==> src/rtl/booth_disp_pkg.sv <==
// Shared types, constants and the BCD-to-segment decoder for the product display.
package booth_disp_pkg;

    typedef enum logic [1:0] {
        IDLE,
        CONV,
        COMMIT
    } disp_state_t;

    localparam int BCD_W      = 20;
    localparam int BCD_DIGITS = 5;

    localparam logic [6:0] SEG_BLANK    = 7'h7F;
    localparam logic [6:0] SEG_MINUS    = 7'h3F;
    localparam logic [3:0] NIBBLE_BLANK = 4'hF;

    // Active-low cathodes, bit 0 = segment A; non-decimal codes render blank.
    function automatic logic [6:0] bcd_to_seg(input logic [3:0] nibble);
        logic [6:0] seg;
        case (nibble)
            4'd0:    seg = 7'b1000000;
            4'd1:    seg = 7'b1111001;
            4'd2:    seg = 7'b0100100;
            4'd3:    seg = 7'b0110000;
            4'd4:    seg = 7'b0011001;
            4'd5:    seg = 7'b0010010;
            4'd6:    seg = 7'b0000010;
            4'd7:    seg = 7'b1111000;
            4'd8:    seg = 7'b0000000;
            4'd9:    seg = 7'b0010000;
            default: seg = SEG_BLANK;
        endcase
        return seg;
    endfunction

endpackage

==> src/rtl/product_display_if.sv <==
// Result handshake between the multiplier (master) and the product display (slave).
interface product_display_if;

    logic signed [15:0] product;
    logic               done;
    logic               busy;
    logic               value_valid;

    modport master (
        output product,
        output done,
        input  busy,
        input  value_valid
    );

    modport slave (
        input  product,
        input  done,
        output busy,
        output value_valid
    );

endinterface

==> src/rtl/bin2bcd_seq.sv <==
// Sequential double-dabble: converts a 16-bit magnitude to 5 BCD digits in 16 cycles.
module bin2bcd_seq
    import booth_disp_pkg::*;
(
    input  logic             clk,
    input  logic             rst_n,
    input  logic             start,
    input  logic [15:0]      mag,
    output logic [BCD_W-1:0] bcd,
    output logic             finish
);

    logic [15:0]      shift_reg;
    logic [3:0]       iter_cnt;
    logic             running;
    logic [BCD_W-1:0] bcd_adj;

    always_comb begin
        bcd_adj = bcd;
        for (int i = 0; i < BCD_DIGITS; i++) begin
            if (bcd[4*i +: 4] >= 4'd5) begin
                bcd_adj[4*i +: 4] = bcd[4*i +: 4] + 4'd3;
            end
        end
    end

    // High during the cycle whose closing edge performs the 16th shift.
    assign finish = running && (iter_cnt == 4'd15);

    always_ff @(posedge clk or negedge rst_n) begin
        if (!rst_n) begin
            shift_reg <= '0;
            bcd       <= '0;
            iter_cnt  <= '0;
            running   <= 1'b0;
        end else if (start) begin
            shift_reg <= mag;
            bcd       <= '0;
            iter_cnt  <= '0;
            running   <= 1'b1;
        end else if (running) begin
            {bcd, shift_reg} <= {bcd_adj, shift_reg} << 1;
            iter_cnt         <= iter_cnt + 4'd1;
            if (iter_cnt == 4'd15) begin
                running <= 1'b0;
            end
        end
    end

endmodule

==> src/rtl/product_display.sv <==
// Signed product to sign + 5 BCD digits on an 8-digit multiplexed 7-segment display.
// Define DISP_ZERO_BLANK_EN to blank leading zeros and float the minus sign.
module product_display
    import booth_disp_pkg::*;
#(
    parameter int REFRESH_DIV = 100000
) (
    input  logic                CLK100MHZ,
    input  logic                reset,
    product_display_if.slave    bus,
    output logic [7:0]          AN,
    output logic [6:0]          SEG,
    output logic                DP
);

    localparam int CNT_W = (REFRESH_DIV > 2) ? $clog2(REFRESH_DIV) : 1;

    disp_state_t      state, state_next;
    logic             start;
    logic [15:0]      start_val;
    logic [15:0]      start_mag;
    logic             conv_finish;
    logic [BCD_W-1:0] conv_bcd;
    logic             conv_sign;

    logic             pending_flag;
    logic [15:0]      pending_val;

    logic [BCD_W-1:0] disp_digits;
    logic             disp_sign;
    logic             value_valid_q;

    logic [CNT_W-1:0] refresh_cnt;
    logic [2:0]       scan_idx;
    logic [3:0]       cur_nibble;
    logic [6:0]       slot_seg;

    always_ff @(posedge CLK100MHZ or negedge reset) begin
        if (!reset) begin
            state <= IDLE;
        end else begin
            state <= state_next;
        end
    end

    // A buffered request always wins over a fresh strobe so the latest value is never skipped.
    always_comb begin
        state_next = state;
        start      = 1'b0;
        start_val  = bus.product;
        case (state)
            IDLE: begin
                if (pending_flag) begin
                    start      = 1'b1;
                    start_val  = pending_val;
                    state_next = CONV;
                end else if (bus.done) begin
                    start      = 1'b1;
                    state_next = CONV;
                end
            end
            CONV: begin
                if (conv_finish) begin
                    state_next = COMMIT;
                end
            end
            COMMIT: begin
                state_next = IDLE;
            end
            default: begin
                state_next = IDLE;
            end
        endcase
    end

    assign start_mag = start_val[15] ? (~start_val + 16'd1) : start_val;

    bin2bcd_seq u_bin2bcd (
        .clk    (CLK100MHZ),
        .rst_n  (reset),
        .start  (start),
        .mag    (start_mag),
        .bcd    (conv_bcd),
        .finish (conv_finish)
    );

    // A strobe that cannot start right now is parked; a newer one overwrites it.
    always_ff @(posedge CLK100MHZ or negedge reset) begin
        if (!reset) begin
            pending_flag <= 1'b0;
            pending_val  <= '0;
        end else if (bus.done && ((state != IDLE) || pending_flag)) begin
            pending_flag <= 1'b1;
            pending_val  <= bus.product;
        end else if ((state == IDLE) && pending_flag) begin
            pending_flag <= 1'b0;
        end
    end

    always_ff @(posedge CLK100MHZ or negedge reset) begin
        if (!reset) begin
            conv_sign     <= 1'b0;
            disp_digits   <= {BCD_DIGITS{NIBBLE_BLANK}};
            disp_sign     <= 1'b0;
            value_valid_q <= 1'b0;
        end else begin
            if (start) begin
                conv_sign <= start_val[15];
            end
            if (state == COMMIT) begin
                disp_digits   <= conv_bcd;
                disp_sign     <= conv_sign;
                value_valid_q <= 1'b1;
            end
        end
    end

    assign bus.busy        = (state != IDLE);
    assign bus.value_valid = value_valid_q;

    always_ff @(posedge CLK100MHZ or negedge reset) begin
        if (!reset) begin
            refresh_cnt <= '0;
            scan_idx    <= '0;
        end else if (refresh_cnt == CNT_W'(REFRESH_DIV - 1)) begin
            refresh_cnt <= '0;
            scan_idx    <= scan_idx + 3'd1;
        end else begin
            refresh_cnt <= refresh_cnt + CNT_W'(1);
        end
    end

    always_comb begin
        cur_nibble = NIBBLE_BLANK;
        case (scan_idx)
            3'd0:    cur_nibble = disp_digits[3:0];
            3'd1:    cur_nibble = disp_digits[7:4];
            3'd2:    cur_nibble = disp_digits[11:8];
            3'd3:    cur_nibble = disp_digits[15:12];
            3'd4:    cur_nibble = disp_digits[19:16];
            default: cur_nibble = NIBBLE_BLANK;
        endcase
    end

`ifdef DISP_ZERO_BLANK_EN
    logic [2:0] msd;

    // The most significant non-zero digit bounds what is shown; digit 0 is always shown.
    always_comb begin
        msd      = 3'd0;
        slot_seg = SEG_BLANK;
        for (int i = 1; i < BCD_DIGITS; i++) begin
            if (disp_digits[4*i +: 4] != 4'd0) begin
                msd = 3'(i);
            end
        end
        if (scan_idx <= msd) begin
            slot_seg = bcd_to_seg(cur_nibble);
        end else if ((scan_idx == msd + 3'd1) && disp_sign) begin
            slot_seg = SEG_MINUS;
        end
    end
`else
    always_comb begin
        slot_seg = SEG_BLANK;
        if (scan_idx < 3'd5) begin
            slot_seg = bcd_to_seg(cur_nibble);
        end else if ((scan_idx == 3'd5) && disp_sign) begin
            slot_seg = SEG_MINUS;
        end
    end
`endif

    // Anode and cathode share one register stage so a slot never shows its neighbour's pattern.
    always_ff @(posedge CLK100MHZ or negedge reset) begin
        if (!reset) begin
            AN  <= 8'hFF;
            SEG <= SEG_BLANK;
        end else begin
            AN  <= ~(8'd1 << scan_idx);
            SEG <= slot_seg;
        end
    end

    assign DP = 1'b1;

endmodule

==> src/flat_wrapper.sv <==
// flat-port wrapper written by rule: the top's interface ports become plain ports
module product_display_flat import booth_disp_pkg::*;
#(
    parameter int REFRESH_DIV = 100000
)
  (CLK100MHZ, reset, AN, SEG, DP, bus_product, bus_done, bus_busy, bus_value_valid);
  product_display_if bus_i ();
  input  logic CLK100MHZ;
  input  logic reset;
  output logic [7:0] AN;
  output logic [6:0] SEG;
  output logic DP;
  input wire logic [$bits(bus_i.product)-1:0] bus_product;
  input wire logic [$bits(bus_i.done)-1:0] bus_done;
  output wire logic [$bits(bus_i.busy)-1:0] bus_busy;
  output wire logic [$bits(bus_i.value_valid)-1:0] bus_value_valid;
  assign bus_i.product = bus_product;
  assign bus_i.done = bus_done;
  assign bus_busy = bus_i.busy;
  assign bus_value_valid = bus_i.value_valid;
  product_display #(.REFRESH_DIV(REFRESH_DIV)) u_core (.CLK100MHZ(CLK100MHZ), .reset(reset), .bus(bus_i), .AN(AN), .SEG(SEG), .DP(DP));
endmodule
==> config.mk <==
export PLATFORM = sky130hd
export DESIGN_NAME = product_display_flat
export DESIGN_NICKNAME = d
export VERILOG_FILES = /design/src/rtl/booth_disp_pkg.sv /design/src/rtl/product_display_if.sv /design/src/rtl/bin2bcd_seq.sv /design/src/rtl/product_display.sv /design/src/flat_wrapper.sv
export SDC_FILE = /design/constraint.sdc
export NUM_CORES = 1
export LEC_CHECK = 0
export BUFFER_PORTS_ARGS = -buffer_cell sky130_fd_sc_hd__buf_4
export CORE_MARGIN = 2
export CORE_UTILIZATION = 50
export CTS_CLUSTER_DIAMETER = 80
export DETAILED_ROUTE_END_ITERATION = 10
export HOLD_SLACK_MARGIN = 0.06
export PLACE_DENSITY = 0.7
export SYNTH_ARGS = -nofsm -noshare
export SYNTH_HDL_FRONTEND = slang
export SYNTH_SLANG_ARGS = --single-unit
==> constraint.sdc <==
create_clock -name CLK100MHZ -period 4.09 [get_ports CLK100MHZ]
set_clock_uncertainty 0.1 [all_clocks]
set_input_delay 0.2045 -clock CLK100MHZ [delete_from_list [all_inputs] [get_ports CLK100MHZ]]
set_output_delay 0.2045 -clock CLK100MHZ [all_outputs]
set_load 0.01 [all_outputs]
# Word-level counts from Yosys, hierarchy flattened

Memory sizes are Yosys's and may differ from the RTL's.
Cells that the tools add are included.

Register bits: 118
Latch bits: 0
RAM bits: 0
Bits in read-only memories: 112
Bits of input ports: 19
Word-level logic and storage cells: 86
Memories kept: 1

Add/subtract/negate cells: 9
$mul: 0
Div/mod/pow operators: 0
$lt $le $gt $ge: 6
Equality and inequality tests: 11
Shifts and indexed selects: 1
Muxes and demuxes: 30
Bitwise gates (word level): 2
Reductions and logical operators: 11

Memories:

| memory          | words | width | rd ports | clocked after memory_dff | write ports | line                 | source |
|---|---|---|---|---|---|---|---|
| (no name shown) | 16    | 7     | 1        | 0                        | 0           | booth_disp_pkg.sv:20 | `case (nibble)` |

Operator list:

| cell                                                                   | number |
|---|---|
| 16-bit 2-to-1 mux                                                      | 5 |
| 20-bit 2-to-1 mux                                                      | 2 |
| 4-bit 2-to-1 mux                                                       | 6 |
| 4-bit by 3-bit >= comparator with 1-bit output (second input constant) | 5 |
| 4-bit case mux with 5 select lines                                     | 1 |
| 17-bit by 1-bit adder with 17-bit output (second input constant)       | 1 |
| 17-bit equality test (second input constant)                           | 1 |
| 17-bit 2-to-1 mux                                                      | 1 |
| 16-bit by 1-bit adder with 16-bit output (second input constant)       | 1 |
| 4-bit by 2-bit adder with 4-bit output (second input constant)         | 4 |
| 16-bit inverter                                                        | 1 |
| 7-bit 2-to-1 mux                                                       | 2 |
| 1-bit 2-to-1 mux                                                       | 8 |
| 8-bit inverter                                                         | 1 |
| 1-bit by 3-bit left shift with 8-bit output (first input constant)     | 1 |
| 3-bit by 2-bit equality test with 1-bit output (second input constant) | 2 |
| 3-bit equality test (second input constant)                            | 2 |
| 2-bit 2-to-1 mux                                                       | 3 |
| 2-bit nonzero test                                                     | 3 |
| 4-bit by 1-bit adder with 4-bit output (second input constant)         | 1 |
| 4-bit equality test (second input constant)                            | 1 |
| 1-bit logical AND                                                      | 4 |
| 2-bit case mux with 2 select lines                                     | 1 |
| 3-bit by 1-bit adder with 3-bit output (second input constant)         | 1 |
| 12 further kinds                                                       | 12 |

# Logic depth before layout (Yosys ltp)

Gate-level depths: netlist (run 1).

Word-level depth: 6
Mapped depth: 11
Mapped depth without buffers: 9

# Hierarchy

A second synthesis (run 1) with hierarchy kept.

Cell total of the unflattened synthesis: 586
Area total of the unflattened synthesis: 6257.3 um2

By module, submodules not included:

| module          | instances | cells an instance | area each (um2) | seq. area each (um2) |
|---|---|---|---|---|
| product_display | 1         | 357               | 4018.9          | 1970.6 |
| bin2bcd_seq     | 1         | 229               | 2238.4          | 1026.0 |

# Least setup slack after synthesis (run 1)

No wires, ideal clock.

Path kind: reg2reg
From: register u_core.state[0]
To: register u_core.u_bin2bcd.shift_reg[12]
Data arrival time: 2.419 ns
Required time: 3.891 ns
Slack: 1.472 ns
Cell stages (with the launch flop): 11
Period minus slack after synthesis: 2.618 ns
Cell sequence: dfrtp_1 nor3b_1 buf_2 buf_2 mux2i_1 ha_1 nor2b_1 nand4_1 a22oi_2 mux2i_1 a311oi_1

Cells in the longest elaborated chain, start to end: 6
Elaborated cells between the ends (all ways): 8

Ends and longest elaborated chain:

| element                                  | line                  | source |
|---|---|---|
| start: declaration                       | product_display.sv:18 | `disp_state_t state, state_next;` |
| start signal: assignment                 | product_display.sv:42 | `state <= state_next;` |
| 2-bit zero test (*)                      | product_display.sv:51 | `case (state)` |
| 16-bit 2-to-1 mux                        | product_display.sv:51 |  |
| 16-bit inverter                          | product_display.sv:76 | `assign start_mag = start_val[15] ? (~start_val + 16'd1) : start_val;` |
| 16-bit by 1-bit adder with 16-bit output | product_display.sv:76 |  |
| 16-bit 2-to-1 mux                        | product_display.sv:76 |  |
| 16-bit 2-to-1 mux                        | bin2bcd_seq.sv:36     | `end else if (start) begin` |
| end signal: assignment                   | bin2bcd_seq.sv:37     | `shift_reg <= mag;` |
| end signal: assignment                   | bin2bcd_seq.sv:42     | `{bcd, shift_reg} <= {bcd_adj, shift_reg} << 1;` |
| end: declaration                         | bin2bcd_seq.sv:13     | `logic [15:0] shift_reg;` |

Mark *: on every way between the ends. The rest lies on a longest branch, timed or not.
A chain may end at the register's enable or synchronous reset.

# Worst setup path after layout (run 1)

Ends and elaborated chain as after synthesis.

==> run_summary.xml, run 1 <==
<?xml version="1.0" encoding="UTF-8"?>
<metrics>
  <group name="status">
    <metric name="status" unit="">finished clean</metric>
  </group>
  <group name="cells_and_area">
    <metric name="synthToLayoutAreaGrowth" unit="%">20.1</metric>
    <metric name="multi_input_comb_area" unit="um2">3020</metric>
    <metric name="seq_area" unit="um2">3000</metric>
    <metric name="num_antenna_cells" unit="">0</metric>
    <metric name="largest_registers" unit="">u_core.disp_digits (20), u_core.u_bin2bcd.bcd (20), u_core.refresh_cnt (17)</metric>
    <metric name="num-nets-final" unit="">687</metric>
    <metric name="fillCellCount" unit="">987</metric>
    <metric name="final_design_area_no_fill" unit="um2">7460</metric>
    <metric name="layout-drive-gt1-share" unit="%">25.5</metric>
  </group>
  <group name="floorplanning">
    <metric name="die_extent_in_x" unit="um">115</metric>
    <metric name="floorplan.rows" unit="">40</metric>
    <metric name="fp.dieH" unit="um">115</metric>
    <metric name="ioPinCount" unit="">37</metric>
    <metric name="die_area" unit="um2">13300</metric>
    <metric name="fp.coreArea" unit="um2">12100</metric>
    <metric name="start_util" unit="%">51.5</metric>
  </group>
  <group name="synthesis">
    <metric name="synth.mux.area_fraction" unit="%">13.6</metric>
    <metric name="synth_top_family_by_area" unit="">simple AND/OR/NAND/NOR gates</metric>
    <metric name="syn-instance-count" unit="">595</metric>
    <metric name="asyncSetResetFlopFracSynth" unit="%">100</metric>
    <metric name="fraction_of_the_yosys_area_taken_by_sequential_cells" unit="%">48.3</metric>
    <metric name="synthDominantCellAreaShare" unit="%">33.5</metric>
    <metric name="synth_compound_area_share" unit="%">10.5</metric>
    <metric name="netlist_top_cells_count" unit="">83 x sky130_fd_sc_hd__dfrtp_1, 53 x sky130_fd_sc_hd__nand2_1, 50 x sky130_fd_sc_hd__mux2_2</metric>
    <metric name="synth_simple_gate_area_share" unit="%">14.6</metric>
    <metric name="synth.top_cells.by_area" unit="">sky130_fd_sc_hd__dfrtp_1 33%, sky130_fd_sc_hd__dfstp_2 15%, sky130_fd_sc_hd__mux2_2 9.1%</metric>
    <metric name="yosysTopAreaCell" unit="">sky130_fd_sc_hd__dfrtp_1</metric>
    <metric name="average_cell_area_after_synthesis" unit="um2">10.4</metric>
    <metric name="syn_area" unit="um2">6210</metric>
    <metric name="yosys.area_share.adder" unit="%">4.59</metric>
    <metric name="synth_flop_cell" unit="">sky130_fd_sc_hd__dfrtp_1</metric>
    <metric name="yosys_warns" unit="">0</metric>
    <metric name="synth-xor-area-share" unit="%">5.08</metric>
    <metric name="yosys_register_bits" unit="">118</metric>
    <metric name="synth-edff-count" unit="">0</metric>
    <metric name="yosys.cell_types.count" unit="">57</metric>
    <metric name="synth_nets" unit="">636</metric>
    <metric name="most_repeated_cell_in_the_gate_level_netlist_after_synthesis" unit="">sky130_fd_sc_hd__dfrtp_1</metric>
  </group>
  <group name="global_route">
    <metric name="antenna_found_initial" unit="">0</metric>
    <metric name="maximum_number_of_pins_on_one_net_before_global_route_repair" unit="">57</metric>
    <metric name="grtUsageTotal" unit="%">21.1</metric>
    <metric name="first_global_vias" unit="">4570</metric>
    <metric name="grt_remaining_overflow" unit="">0</metric>
    <metric name="wire_length_of_the_first_global_routing_pass" unit="um">22200</metric>
  </group>
  <group name="place">
    <metric name="buffer_ports.inserted" unit="">35</metric>
    <metric name="finalWeightedCongestion" unit="">0.844</metric>
    <metric name="dp_slack" unit="ns">1.36</metric>
    <metric name="place_area" unit="um2">6630</metric>
    <metric name="hpwl" unit="um">8780</metric>
  </group>
  <group name="setup_path">
    <metric name="setup.worst_path.end_class" unit="">flip-flop</metric>
    <metric name="cp.arrival" unit="ns">2.97</metric>
    <metric name="crit_fanout" unit="">19</metric>
    <metric name="timing.critical_path.from_type" unit="">flip-flop</metric>
    <metric name="worst_path_dominant_cell_family" unit="">simple AND/OR/NAND/NOR gates</metric>
    <metric name="path_common_cell" unit="">sky130_fd_sc_hd__mux2i_1</metric>
    <metric name="path_class" unit="">flip-flop to flip-flop</metric>
    <metric name="path_cells" unit="">nor3b_2 &gt; buf_4 &gt; mux2i_1 &gt; ha_1 &gt; nor2b_1 &gt; nand4_1 &gt; a22oi_2 &gt; mux2i_1 &gt; a311oi_1</metric>
    <metric name="worst-r2r-setup-slack" unit="ns">1.26</metric>
    <metric name="required" unit="ns">4.23</metric>
    <metric name="cp_slowest_cell" unit="">sky130_fd_sc_hd__dfrtp_1</metric>
    <metric name="critPathMaxStageDelay" unit="ns">0.45</metric>
    <metric name="cp.buffers_inverters" unit="">1</metric>
  </group>
  <group name="power_and_ir_drop">
    <metric name="power.static_leakage" unit="nW">3.23</metric>
    <metric name="totalPowerFinal" unit="mW">4.74</metric>
    <metric name="max-vdd-ir-drop" unit="V">0.000336</metric>
    <metric name="power_density" unit="nW/um2">635</metric>
  </group>
  <group name="sta">
    <metric name="holdWs" unit="ns">0.294</metric>
    <metric name="maxClockFrequency" unit="MHz">354</metric>
    <metric name="maxSlewViolCount" unit="">0</metric>
    <metric name="layout_worst_path_cycle_share" unit="%">69.2</metric>
    <metric name="final.setup.tns" unit="ns">0</metric>
    <metric name="timing.final.hold_violations" unit="">0</metric>
    <metric name="transition_time_at_the_pin_with_the_least_slew_margin" unit="ns">1.07</metric>
    <metric name="timing.final.crit_period" unit="ns">2.83</metric>
    <metric name="grt_setup_unrepaired" unit="">no</metric>
    <metric name="layout_setup_ws" unit="ns">1.26</metric>
    <metric name="setup_violations" unit="">0</metric>
    <metric name="slew-limit-headroom" unit="%">28.3</metric>
  </group>
  <group name="cts">
    <metric name="clkTransAtPathRegs" unit="ns">0.05</metric>
    <metric name="postCtsSetupRepairBufs" unit="">0</metric>
    <metric name="cts_hold_repair.buffers" unit="">18</metric>
    <metric name="clock_tree.buffer_depth" unit="">2</metric>
    <metric name="cts.root.buffer_cell" unit="">sky130_fd_sc_hd__clkbuf_16</metric>
    <metric name="cts.htree.levels" unit="">4</metric>
    <metric name="cts.repair.resized" unit="">0</metric>
    <metric name="clkLatencyLatePin" unit="ns">0.41</metric>
    <metric name="cts.sink_count" unit="">118</metric>
    <metric name="cts_tree" unit="">done</metric>
    <metric name="number_of_cts_inserted_buffers" unit="">17</metric>
  </group>
  <group name="detailed_routing">
    <metric name="totalWireLength" unit="um">12700</metric>
    <metric name="viasPerCell" unit="">5.61</metric>
    <metric name="final_antenna_net_count" unit="">0</metric>
    <metric name="first_pass_iters" unit="">5</metric>
    <metric name="detailedRoute.firstIterationViolations" unit="">351</metric>
    <metric name="drt_drc_violations_left" unit="">0</metric>
    <metric name="dr_total_vias" unit="">4639</metric>
    <metric name="routed_wire_length_per_instance" unit="um">15.4</metric>
  </group>
  <group name="worst_hold_path">
    <metric name="worstHoldPathType" unit="">primary input to asynchronous set/reset pin</metric>
  </group>
  <group name="flow_run">
    <metric name="drv.max_cap_violation_count" unit="">0</metric>
  </group>
</metrics>
[routing by layer]
| layer | global-route usage [%] | wire (um) |
|---|---|---|
| met5 | 0 | 0 |
| met4 | 7.23 | 237 |
| met3 | 6.07 | 471 |
| met2 | 34.5 | 6320 |
| met1 | 26.8 | 5720 |
[final timing paths]
kind / from / end / depth (start not counted)
max: u_core.state[0]$_DFFE_PN0P_ / u_core.u_bin2bcd.shift_reg[12]$_DFFE_PN0P_ / 9
min: reset / u_core.u_bin2bcd.bcd[16]$_DFFE_PN0P_ / 2
max reg2reg: u_core.state[0]$_DFFE_PN0P_ / u_core.u_bin2bcd.shift_reg[12]$_DFFE_PN0P_ / 9
min reg2reg: u_core.bus.value_valid$_DFFE_PN0N_ / u_core.bus.value_valid$_DFFE_PN0N_ / 1
max in group asynchronous: reset / u_core.disp_digits[1]$_DFFE_PN1N_ / 3
min in group CLK100MHZ: u_core.bus.value_valid$_DFFE_PN0N_ / u_core.bus.value_valid$_DFFE_PN0N_ / 1
[through the flow]
step                      cells  utilization, %
after CTS                   827            61.8
after global routing        827            61.8
after floorplan             595               -
after global placement      777            55.0
after detailed placement    777            55.0
final                       827            61.8
[kinds of logic after synthesis]
| logic type | count (synthesis) |
|---|---|
| AND/OR/NAND/NOR | 185 |
| XOR/XNOR | 36 |
| flip-flops | 118 |
| adder cells (fa/ha/maj) | 23 |
| multiplexers | 78 |
| AO/OA/AOI/OAI | 102 |
| other | 1 |
| buffers and inverters | 52 |
[area by class of cell]
type,count,area share (%)
timing repair buffer,61,6.74
inverter,23,1.16
sequential,118,40.2
clock buffer,24,6.73
multi-input combinational,425,40.5
clock inverter,8,1.91
tap,168,2.82
[power breakdown]
part	switching [mW]	total (mW)	internal, mW
registers	0.270	1.77	1.50
clock network	0.508	1.60	1.10
logic	0.697	1.37	0.670
[cell usage in the layout (no fill, tap or decap), types with 4 or more instances in the layout]
master                          instances
sky130_fd_sc_hd__dlygate4sd3_1         18
sky130_fd_sc_hd__mux2_2                50
sky130_fd_sc_hd__o21ai_0               33
sky130_fd_sc_hd__nand3_1               27
sky130_fd_sc_hd__clkbuf_8               5
sky130_fd_sc_hd__nor4_1                 6
sky130_fd_sc_hd__inv_1                 23
sky130_fd_sc_hd__nor3_1                10
sky130_fd_sc_hd__dfstp_2               35
sky130_fd_sc_hd__xor2_1                10
sky130_fd_sc_hd__dfrtp_1               83
sky130_fd_sc_hd__xnor2_1               26
sky130_fd_sc_hd__bufinv_16              4
sky130_fd_sc_hd__nor2_1                42
sky130_fd_sc_hd__clkbuf_16             17
sky130_fd_sc_hd__ha_1                  22
sky130_fd_sc_hd__nand4_1                8
sky130_fd_sc_hd__buf_4                 43
sky130_fd_sc_hd__and4_1                 4
sky130_fd_sc_hd__a222oi_1               4
sky130_fd_sc_hd__mux2i_1               28
sky130_fd_sc_hd__a211oi_1               6
sky130_fd_sc_hd__nand2_1               53
sky130_fd_sc_hd__a21oi_1               24
sky130_fd_sc_hd__nor2b_1                7
sky130_fd_sc_hd__or3_1                  4
sky130_fd_sc_hd__a21o_1                 4
sky130_fd_sc_hd__o211ai_1               7
sky130_fd_sc_hd__nand2b_1               7
No activity file was read; power rests on OpenSTA's default activity.
==> run 2, diff against run 1 <==
ABC_AREA = 1   (was not set)
PLACE_DENSITY = 0.72   (was 0.7)
clock period = 2.5 ns   (was 4.09 ns; I/O delays follow)
==> run_summary.xml, run 2 <==
<?xml version="1.0" encoding="UTF-8"?>
<metrics>
  <group name="cts">
    <metric name="clkLatencyLatePin" unit="ns">0.41</metric>
    <metric name="clkTransAtPathRegs" unit="ns">0.05</metric>
    <metric name="postCtsSetupRepairBufs" unit="">0</metric>
    <metric name="number_of_cts_inserted_buffers" unit="">17</metric>
    <metric name="cts_tree" unit="">done</metric>
    <metric name="cts.root.buffer_cell" unit="">sky130_fd_sc_hd__clkbuf_16</metric>
    <metric name="cts.sink_count" unit="">118</metric>
    <metric name="clock_tree.buffer_depth" unit="">2</metric>
    <metric name="cts.htree.levels" unit="">4</metric>
  </group>
  <group name="setup_path">
    <metric name="path_class" unit="">flip-flop to flip-flop</metric>
    <metric name="required" unit="ns">2.74</metric>
    <metric name="crit_fanout" unit="">5</metric>
    <metric name="cp.arrival" unit="ns">2.43</metric>
    <metric name="timing.critical_path.from_type" unit="">flip-flop</metric>
    <metric name="setup.worst_path.end_class" unit="">flip-flop</metric>
  </group>
  <group name="floorplanning">
    <metric name="floorplan.rows" unit="">40</metric>
    <metric name="die_extent_in_x" unit="um">116</metric>
    <metric name="fp.coreArea" unit="um2">12100</metric>
    <metric name="fp.dieH" unit="um">116</metric>
    <metric name="ioPinCount" unit="">37</metric>
    <metric name="start_util" unit="%">51.7</metric>
    <metric name="die_area" unit="um2">13400</metric>
  </group>
  <group name="synthesis">
    <metric name="yosysTopAreaCell" unit="">sky130_fd_sc_hd__dfrtp_1</metric>
    <metric name="synth-edff-count" unit="">0</metric>
    <metric name="synth_nets" unit="">805</metric>
    <metric name="yosys_warns" unit="">0</metric>
    <metric name="synth.mux.area_fraction" unit="%">1.44</metric>
    <metric name="synth.top_cells.by_area" unit="">sky130_fd_sc_hd__dfrtp_1 33%, sky130_fd_sc_hd__dfstp_2 15%, sky130_fd_sc_hd__nand2_1 11%</metric>
    <metric name="syn-instance-count" unit="">764</metric>
    <metric name="yosys.area_share.adder" unit="%">4.40</metric>
    <metric name="synthDominantCellAreaShare" unit="%">33.2</metric>
    <metric name="average_cell_area_after_synthesis" unit="um2">8.19</metric>
    <metric name="asyncSetResetFlopFracSynth" unit="%">100</metric>
    <metric name="yosys_register_bits" unit="">118</metric>
    <metric name="synth_flop_cell" unit="">sky130_fd_sc_hd__dfrtp_1</metric>
    <metric name="synth_top_family_by_area" unit="">simple AND/OR/NAND/NOR gates</metric>
    <metric name="synth_simple_gate_area_share" unit="%">24.3</metric>
    <metric name="most_repeated_cell_in_the_gate_level_netlist_after_synthesis" unit="">sky130_fd_sc_hd__nand2_1</metric>
    <metric name="netlist_top_cells_count" unit="">189 x sky130_fd_sc_hd__nand2_1, 112 x sky130_fd_sc_hd__inv_1, 83 x sky130_fd_sc_hd__dfrtp_1</metric>
    <metric name="fraction_of_the_yosys_area_taken_by_sequential_cells" unit="%">47.9</metric>
    <metric name="yosys.cell_types.count" unit="">48</metric>
    <metric name="synth-xor-area-share" unit="%">0.980</metric>
    <metric name="synth_compound_area_share" unit="%">11.7</metric>
    <metric name="syn_area" unit="um2">6260</metric>
  </group>
  <group name="detailed_routing">
    <metric name="dr_wl_met2" unit="um">6410</metric>
    <metric name="viasPerCell" unit="">5.12</metric>
    <metric name="dr_wl_met3" unit="um">443</metric>
    <metric name="first_pass_iters" unit="">5</metric>
    <metric name="detailedRoute.firstIterationViolations" unit="">382</metric>
    <metric name="final_antenna_net_count" unit="">0</metric>
    <metric name="routed_wire_length_per_instance" unit="um">12.9</metric>
    <metric name="totalWireLength" unit="um">12900</metric>
    <metric name="wl_met1" unit="um">5880</metric>
    <metric name="drt_drc_violations_left" unit="">0</metric>
    <metric name="top_layer" unit="">met4</metric>
    <metric name="dr_total_vias" unit="">5147</metric>
  </group>
  <group name="global_route">
    <metric name="grtUsageTotal" unit="%">21.6</metric>
    <metric name="wire_length_of_the_first_global_routing_pass" unit="um">23000</metric>
    <metric name="first_global_vias" unit="">5171</metric>
    <metric name="maximum_number_of_pins_on_one_net_before_global_route_repair" unit="">52</metric>
    <metric name="antenna_found_initial" unit="">0</metric>
    <metric name="grt_remaining_overflow" unit="">0</metric>
  </group>
  <group name="sta">
    <metric name="slew-limit-headroom" unit="%">57.9</metric>
    <metric name="maxClockFrequency" unit="MHz">456</metric>
    <metric name="timing.final.crit_period" unit="ns">2.19</metric>
    <metric name="timing.final.hold_violations" unit="">0</metric>
    <metric name="maxSlewViolCount" unit="">0</metric>
    <metric name="setup_violations" unit="">0</metric>
    <metric name="grt_setup_unrepaired" unit="">no</metric>
    <metric name="final.setup.tns" unit="ns">0</metric>
    <metric name="layout_worst_path_cycle_share" unit="%">87.7</metric>
    <metric name="transition_time_at_the_pin_with_the_least_slew_margin" unit="ns">0.632</metric>
  </group>
  <group name="cells_and_area">
    <metric name="final_cell_mix" unit="">189 x sky130_fd_sc_hd__nand2_1, 112 x sky130_fd_sc_hd__inv_1, 83 x sky130_fd_sc_hd__dfrtp_1</metric>
    <metric name="num-nets-final" unit="">865</metric>
    <metric name="layout-drive-gt1-share" unit="%">17.7</metric>
    <metric name="synthToLayoutAreaGrowth" unit="%">18.5</metric>
    <metric name="final_common_cell" unit="">sky130_fd_sc_hd__nand2_1</metric>
    <metric name="num_antenna_cells" unit="">0</metric>
    <metric name="largest_registers" unit="">u_core.disp_digits (20), u_core.u_bin2bcd.bcd (20), u_core.refresh_cnt (17)</metric>
  </group>
  <group name="status">
    <metric name="status" unit="">finished clean</metric>
  </group>
  <group name="power_and_ir_drop">
    <metric name="totalPowerFinal" unit="mW">7.82</metric>
    <metric name="power.static_leakage" unit="nW">3.71</metric>
    <metric name="max-vdd-ir-drop" unit="V">0.000624</metric>
    <metric name="power_density" unit="nW/um2">1050</metric>
  </group>
  <group name="place">
    <metric name="buffer_ports.inserted" unit="">35</metric>
    <metric name="finalWeightedCongestion" unit="">0.847</metric>
    <metric name="hpwl" unit="um">9070</metric>
  </group>
  <group name="worst_hold_path">
    <metric name="worstHoldPathType" unit="">primary input to asynchronous set/reset pin</metric>
  </group>
  <group name="flow_run">
    <metric name="drv.max_cap_violation_count" unit="">0</metric>
  </group>
</metrics>
## run 2: cell types whose count changed in the layout (fill, tap and decap cells not counted), sizes merged, moves of 19 or more
cell	previous run	this run
o21ai	36	62
nand2	53	199
mux2i	28	0
xnor2	26	1
nor2	43	62
inv	23	120
nand3	27	59
mux2	50	8
## run 2: cell type report
cell class / count / area (um2)
Sequential cell: 118 / 3000
Inverter: 121 / 458
Timing Repair Buffer: 64 / 538
Multi-Input combinational cell: 502 / 2680
Fill cell: 1044 / 4700
Clock buffer: 23 / 478
Clock inverter: 9 / 52.6
Tap cell: 168 / 210
## run 2: worst paths after layout
path	startpoint	to	slack [ns]	cells past startpoint
setup / recovery	u_core.scan_idx[0]$_DFFE_PN0N_	u_core.SEG[3]$_DFF_PN1_	0.31	11
hold / removal	reset	u_core.u_bin2bcd.bcd[19]$_DFFE_PN0P_	0.18	2
setup reg to reg	u_core.scan_idx[0]$_DFFE_PN0N_	u_core.SEG[3]$_DFF_PN1_	0.31	11
hold reg to reg	u_core.bus.value_valid$_DFFE_PN0N_	u_core.bus.value_valid$_DFFE_PN0N_	0.36	2
max in group asynchronous	reset	u_core.pending_val[12]$_DFFE_PN0P_	1.28	3
min in group CLK100MHZ	u_core.bus.value_valid$_DFFE_PN0N_	u_core.bus.value_valid$_DFFE_PN0N_	0.36	2
## run 2: worst max-delay path: stages (launching register included)
cell and delay [ns]:
sky130_fd_sc_hd__dfrtp_1 0.43, sky130_fd_sc_hd__ha_1 0.26, sky130_fd_sc_hd__ha_1 0.25, sky130_fd_sc_hd__inv_1 0.09, sky130_fd_sc_hd__nand4_1 0.16, sky130_fd_sc_hd__nand3_1 0.20
sky130_fd_sc_hd__inv_1 0.10, sky130_fd_sc_hd__ha_1 0.32, sky130_fd_sc_hd__nand2_1 0.07, sky130_fd_sc_hd__nand2_1 0.05, sky130_fd_sc_hd__nand2_1 0.05, sky130_fd_sc_hd__nand2_1 0.05
## run 2: cells by family (layout without fill, tap and decap cells)
logic type | Yosys count | after routing
AO/OA/AOI/OAI | 118 | 118
XOR/XNOR | 7 | 7
adder cells (fa/ha/maj) | 22 | 22
buffers and inverters | 144 | 217
flip-flops | 118 | 118
multiplexers | 8 | 8
other | 1 | 1
AND/OR/NAND/NOR | 346 | 346
## run 2: stage by stage
stage | hold WS, ns | setup WS (ns) | instances | area [um2] | utilization [%]
2_1_floorplan | -0.271 | 0.518 | 764 | 6260 | -
3_3_place_gp | 0.0907 | 0.415 | 955 | 6710 | 55.4
3_5_place_dp | 0.0979 | 0.323 | 955 | 6710 | 55.4
4_1_cts | 0.204 | 0.306 | 1005 | 7420 | 61.2
5_1_grt | 0.235 | 0.0445 | 1005 | 7420 | 61.2
6_report | 0.181 | 0.307 | 1005 | 7420 | 61.2
## run 2: repair_timing
item	CTS	global route
endpoints found under the hold margin	72	0
hold buffers	18	0
gates resized for setup	0	0
## run 2: report_power, final
| group | internal (mW) | switching (mW) | total, mW | leakage (nW) |
|---|---|---|---|---|
| Clock | 1.33 | 0.825 | 2.15 | 0.259 |
| Combinational | 1.11 | 1.77 | 2.88 | 2.05 |
| Sequential | 2.49 | 0.291 | 2.78 | 1.39 |
## run 2: layer usage
layer	track usage, %	vias to the layer above
met5	0	-
met2	36.6	107
met1	26.3	2434
met4	9.05	0
met3	5.44	16
li1	-	2590
==> run 3, diff against run 2 <==
SYNTH_HIERARCHICAL = 1   (was not set)
==> run_summary.xml, run 3 <==
<?xml version="1.0" encoding="UTF-8"?>
<metrics>
  <group name="sta">
    <metric name="maxSlewViolCount" unit="">0</metric>
    <metric name="slew-limit-headroom" unit="%">51.0</metric>
    <metric name="setup_violations" unit="">0</metric>
    <metric name="layout_setup_ws" unit="ns">0.251</metric>
    <metric name="maxClockFrequency" unit="MHz">445</metric>
    <metric name="transition_time_at_the_pin_with_the_least_slew_margin" unit="ns">0.733</metric>
    <metric name="grt_setup_unrepaired" unit="">no</metric>
    <metric name="holdWs" unit="ns">0.240</metric>
    <metric name="final.setup.tns" unit="ns">0</metric>
    <metric name="timing.final.crit_period" unit="ns">2.25</metric>
    <metric name="layout_worst_path_cycle_share" unit="%">90.0</metric>
    <metric name="timing.final.hold_violations" unit="">0</metric>
  </group>
  <group name="place">
    <metric name="buffer_ports.inserted" unit="">35</metric>
    <metric name="numPlacedInstances" unit="">970</metric>
    <metric name="dp_slack" unit="ns">0.238</metric>
    <metric name="finalWeightedCongestion" unit="">0.892</metric>
    <metric name="hpwl" unit="um">8920</metric>
  </group>
  <group name="setup_path">
    <metric name="crit_fanout" unit="">7</metric>
    <metric name="critical_path.reg2reg.startpoint" unit="">u_core/scan_idx[2]$_DFFE_PN0N_</metric>
    <metric name="worst-r2r-setup-slack" unit="ns">0.25</metric>
    <metric name="setup.worst_path.end_class" unit="">flip-flop</metric>
    <metric name="timing.critical_path.from_type" unit="">flip-flop</metric>
    <metric name="cp.arrival" unit="ns">2.49</metric>
    <metric name="path_class" unit="">flip-flop to flip-flop</metric>
    <metric name="critical_path.reg2reg.endpoint" unit="">u_core/SEG[3]$_DFF_PN1_</metric>
    <metric name="required" unit="ns">2.74</metric>
    <metric name="worstRegToRegCells" unit="">12</metric>
  </group>
  <group name="cts">
    <metric name="cts.htree.levels" unit="">4</metric>
    <metric name="cts.sink_count" unit="">118</metric>
    <metric name="clkLatencyLatePin" unit="ns">0.41</metric>
    <metric name="cts_tree" unit="">done</metric>
    <metric name="number_of_cts_inserted_buffers" unit="">17</metric>
    <metric name="cts.root.buffer_cell" unit="">sky130_fd_sc_hd__clkbuf_16</metric>
    <metric name="clock_tree.buffer_depth" unit="">2</metric>
    <metric name="clkTransAtPathRegs" unit="ns">0.05</metric>
    <metric name="postCtsSetupRepairBufs" unit="">0</metric>
  </group>
  <group name="power_and_ir_drop">
    <metric name="power_report.internal_total" unit="mW">5.38</metric>
    <metric name="power.static_leakage" unit="nW">3.83</metric>
    <metric name="clock_network_power_share" unit="%">27.4</metric>
    <metric name="power_density" unit="nW/um2">1140</metric>
    <metric name="swShare" unit="%">37.7</metric>
    <metric name="max-vdd-ir-drop" unit="V">0.000590</metric>
    <metric name="comb_power_share" unit="%">37.2</metric>
    <metric name="power_switching" unit="mW">3.26</metric>
    <metric name="seq_power_share" unit="%">35.5</metric>
  </group>
  <group name="detailed_routing">
    <metric name="viasPerCell" unit="">5.18</metric>
    <metric name="first_pass_iters" unit="">5</metric>
    <metric name="totalWireLength" unit="um">13400</metric>
    <metric name="detailedRoute.firstIterationViolations" unit="">404</metric>
    <metric name="routed_wire_length_per_instance" unit="um">13.1</metric>
    <metric name="drt_drc_violations_left" unit="">0</metric>
    <metric name="dr_total_vias" unit="">5288</metric>
    <metric name="final_antenna_net_count" unit="">0</metric>
  </group>
  <group name="floorplanning">
    <metric name="fp.coreArea" unit="um2">12500</metric>
    <metric name="floorplan.rows" unit="">41</metric>
    <metric name="fp.dieH" unit="um">117</metric>
    <metric name="die_extent_in_x" unit="um">117</metric>
    <metric name="ioPinCount" unit="">37</metric>
    <metric name="die_area" unit="um2">13700</metric>
    <metric name="start_util" unit="%">51.0</metric>
  </group>
  <group name="synthesis">
    <metric name="yosys_warns" unit="">6</metric>
    <metric name="asyncSetResetFlopFracSynth" unit="%">100</metric>
    <metric name="synth.top_cells.by_area" unit="">sky130_fd_sc_hd__dfrtp_1 33%, sky130_fd_sc_hd__dfstp_2 14%, sky130_fd_sc_hd__nand2_1 14%</metric>
    <metric name="synth_nets" unit="">818</metric>
    <metric name="synthDominantCellAreaShare" unit="%">32.6</metric>
    <metric name="fraction_of_the_yosys_area_taken_by_sequential_cells" unit="%">47.0</metric>
    <metric name="syn-instance-count" unit="">777</metric>
    <metric name="most_repeated_cell_in_the_gate_level_netlist_after_synthesis" unit="">sky130_fd_sc_hd__nand2_1</metric>
    <metric name="average_cell_area_after_synthesis" unit="um2">8.21</metric>
    <metric name="syn_area" unit="um2">6380</metric>
    <metric name="yosys_register_bits" unit="">118</metric>
    <metric name="yosysTopAreaCell" unit="">sky130_fd_sc_hd__dfrtp_1</metric>
    <metric name="synth_flop_cell" unit="">sky130_fd_sc_hd__dfrtp_1</metric>
    <metric name="yosys.cell_types.count" unit="">40</metric>
    <metric name="netlist_top_cells_count" unit="">236 x sky130_fd_sc_hd__nand2_1, 102 x sky130_fd_sc_hd__inv_1, 83 x sky130_fd_sc_hd__dfrtp_1</metric>
    <metric name="synth-edff-count" unit="">0</metric>
  </group>
  <group name="cells_and_area">
    <metric name="final_cell_mix" unit="">236 x sky130_fd_sc_hd__nand2_1, 102 x sky130_fd_sc_hd__inv_1, 83 x sky130_fd_sc_hd__dfrtp_1</metric>
    <metric name="layout-drive-gt1-share" unit="%">18.9</metric>
    <metric name="num_antenna_cells" unit="">0</metric>
    <metric name="fillCellCount" unit="">1088</metric>
    <metric name="synthToLayoutAreaGrowth" unit="%">18.8</metric>
    <metric name="final_common_cell" unit="">sky130_fd_sc_hd__nand2_1</metric>
    <metric name="final_core_utilization" unit="%">60.5</metric>
    <metric name="largest_registers" unit="">u_core/disp_digits (20), u_core/u_bin2bcd/bcd (20), u_core/refresh_cnt (17)</metric>
    <metric name="layout.cells.non_filler" unit="">1020</metric>
    <metric name="num-nets-final" unit="">876</metric>
  </group>
  <group name="worst_hold_path">
    <metric name="worstHoldPathType" unit="">primary input to asynchronous set/reset pin</metric>
  </group>
  <group name="global_route">
    <metric name="first_global_vias" unit="">5171</metric>
    <metric name="antenna_found_initial" unit="">0</metric>
    <metric name="maximum_number_of_pins_on_one_net_before_global_route_repair" unit="">119</metric>
    <metric name="grtUsageTotal" unit="%">21.2</metric>
    <metric name="grt_remaining_overflow" unit="">0</metric>
    <metric name="wire_length_of_the_first_global_routing_pass" unit="um">23000</metric>
  </group>
  <group name="flow_run">
    <metric name="drv.max_cap_violation_count" unit="">0</metric>
  </group>
  <group name="status">
    <metric name="status" unit="">finished clean</metric>
  </group>
</metrics>
run 3: cell types whose count changed after synthesis, moves of 5 or more:
cell	delta
sky130_fd_sc_hd__o22ai_1	-5
sky130_fd_sc_hd__nand2_2	-6
sky130_fd_sc_hd__nand4_1	+10
sky130_fd_sc_hd__o21ai_1	+8
sky130_fd_sc_hd__nand2_1	+47
sky130_fd_sc_hd__nor2_1	-10
sky130_fd_sc_hd__mux2_2	+19
sky130_fd_sc_hd__clkbuf_1	-9
sky130_fd_sc_hd__inv_1	-10
sky130_fd_sc_hd__nand3_1	-6
sky130_fd_sc_hd__o21ai_0	-29
sky130_fd_sc_hd__o32ai_1	-14
sky130_fd_sc_hd__a22oi_1	+11
run 3: how the worst max path moves through the flow:
| stage | end | from | cells past startpoint |
|---|---|---|---|
| after CTS | u_core/u_bin2bcd/shift_reg[10]$_DFFE_PN0P_ | u_core/state[0]$_DFFE_PN0P_ | 12 |
| final | u_core/SEG[3]$_DFF_PN1_ | u_core/scan_idx[2]$_DFFE_PN0N_ | 12 |
| after floorplan | u_core/u_bin2bcd/shift_reg[10]$_DFFE_PN0P_ | u_core/state[0]$_DFFE_PN0P_ | 13 |
| after global placement | u_core/u_bin2bcd/shift_reg[10]$_DFFE_PN0P_ | u_core/state[0]$_DFFE_PN0P_ | 12 |
| after detailed placement | u_core/u_bin2bcd/shift_reg[10]$_DFFE_PN0P_ | u_core/state[0]$_DFFE_PN0P_ | 12 |
| after global routing | u_core/SEG[3]$_DFF_PN1_ | u_core/scan_idx[0]$_DFFE_PN0N_ | 14 |
run 3: repair_timing:
| action | in CTS | in global routing |
|---|---|---|
| hold endpoints to repair | 100 | 0 |
| resized for setup | 0 | 4 |
| hold buffers | 18 | 0 |
| endpoints found under the setup margin | 0 | 2 |
run 3: cells by family (layout without fill, tap and decap cells):
group	Yosys count	after routing	synth area share, %
buffers and inverters	129	200	8.38
adder cells (fa/ha/maj)	22	22	4.32
other	1	1	0.0588
multiplexers	23	23	4.06
XOR/XNOR	11	11	1.51
AO/OA/AOI/OAI	89	89	8.32
flip-flops	118	118	47.0
AND/OR/NAND/NOR	384	384	26.4
run 3: power by group through the flow:
stage,logic [mW],registers [mW],clock network [mW]
2_1_floorplan,2.47,2.98,0
6_report,3.21,3.06,2.37
4_1_cts,3.16,3.06,2.41
3_5_place_dp,3.11,3.08,0
5_1_grt,3.68,3.15,2.50
3_3_place_gp,2.97,3.05,0
run 3: final cells by class:
type	instances	area [um2]	share of cell area (%)
multi-input cells	530	2880	38.0
well taps	172	215	2.84
clock buffers	24	482	6.36
repair buffers	58	493	6.51
flip-flops and latches	118	3000	39.6
inverters	110	413	5.45
clock inverters	8	97.6	1.29
run 3: metal layers:
metal	share of wire [%]	track usage, %	vias to the layer above
li1	-	-	2598
met1	44	26.1	2550
met2	51	35.9	122
met3	3.8	5.82	18
met4	1.5	7.69	0
met5	0	0	-
run 3: per-stage QoR:
stage               instance area [um2]  power, mW
floorplan                          6380       5.45
global placement                   6790       6.01
detailed placement                 6790       6.19
CTS                                7550       8.63
global route                       7570       9.33
finish                             7570       8.64
run 3: worst max-delay path: stages, from the launching register on:
cell and delay (ns):
sky130_fd_sc_hd__dfrtp_1 0.45, sky130_fd_sc_hd__inv_2 0.16, sky130_fd_sc_hd__ha_2 0.24, sky130_fd_sc_hd__inv_1 0.07
sky130_fd_sc_hd__nand4_1 0.19, sky130_fd_sc_hd__nand2_1 0.09, sky130_fd_sc_hd__nor2_2 0.23, sky130_fd_sc_hd__inv_1 0.10
sky130_fd_sc_hd__ha_1 0.32, sky130_fd_sc_hd__nand2_1 0.08, sky130_fd_sc_hd__nand2_1 0.05, sky130_fd_sc_hd__nand2_1 0.05
sky130_fd_sc_hd__nand2_1 0.05
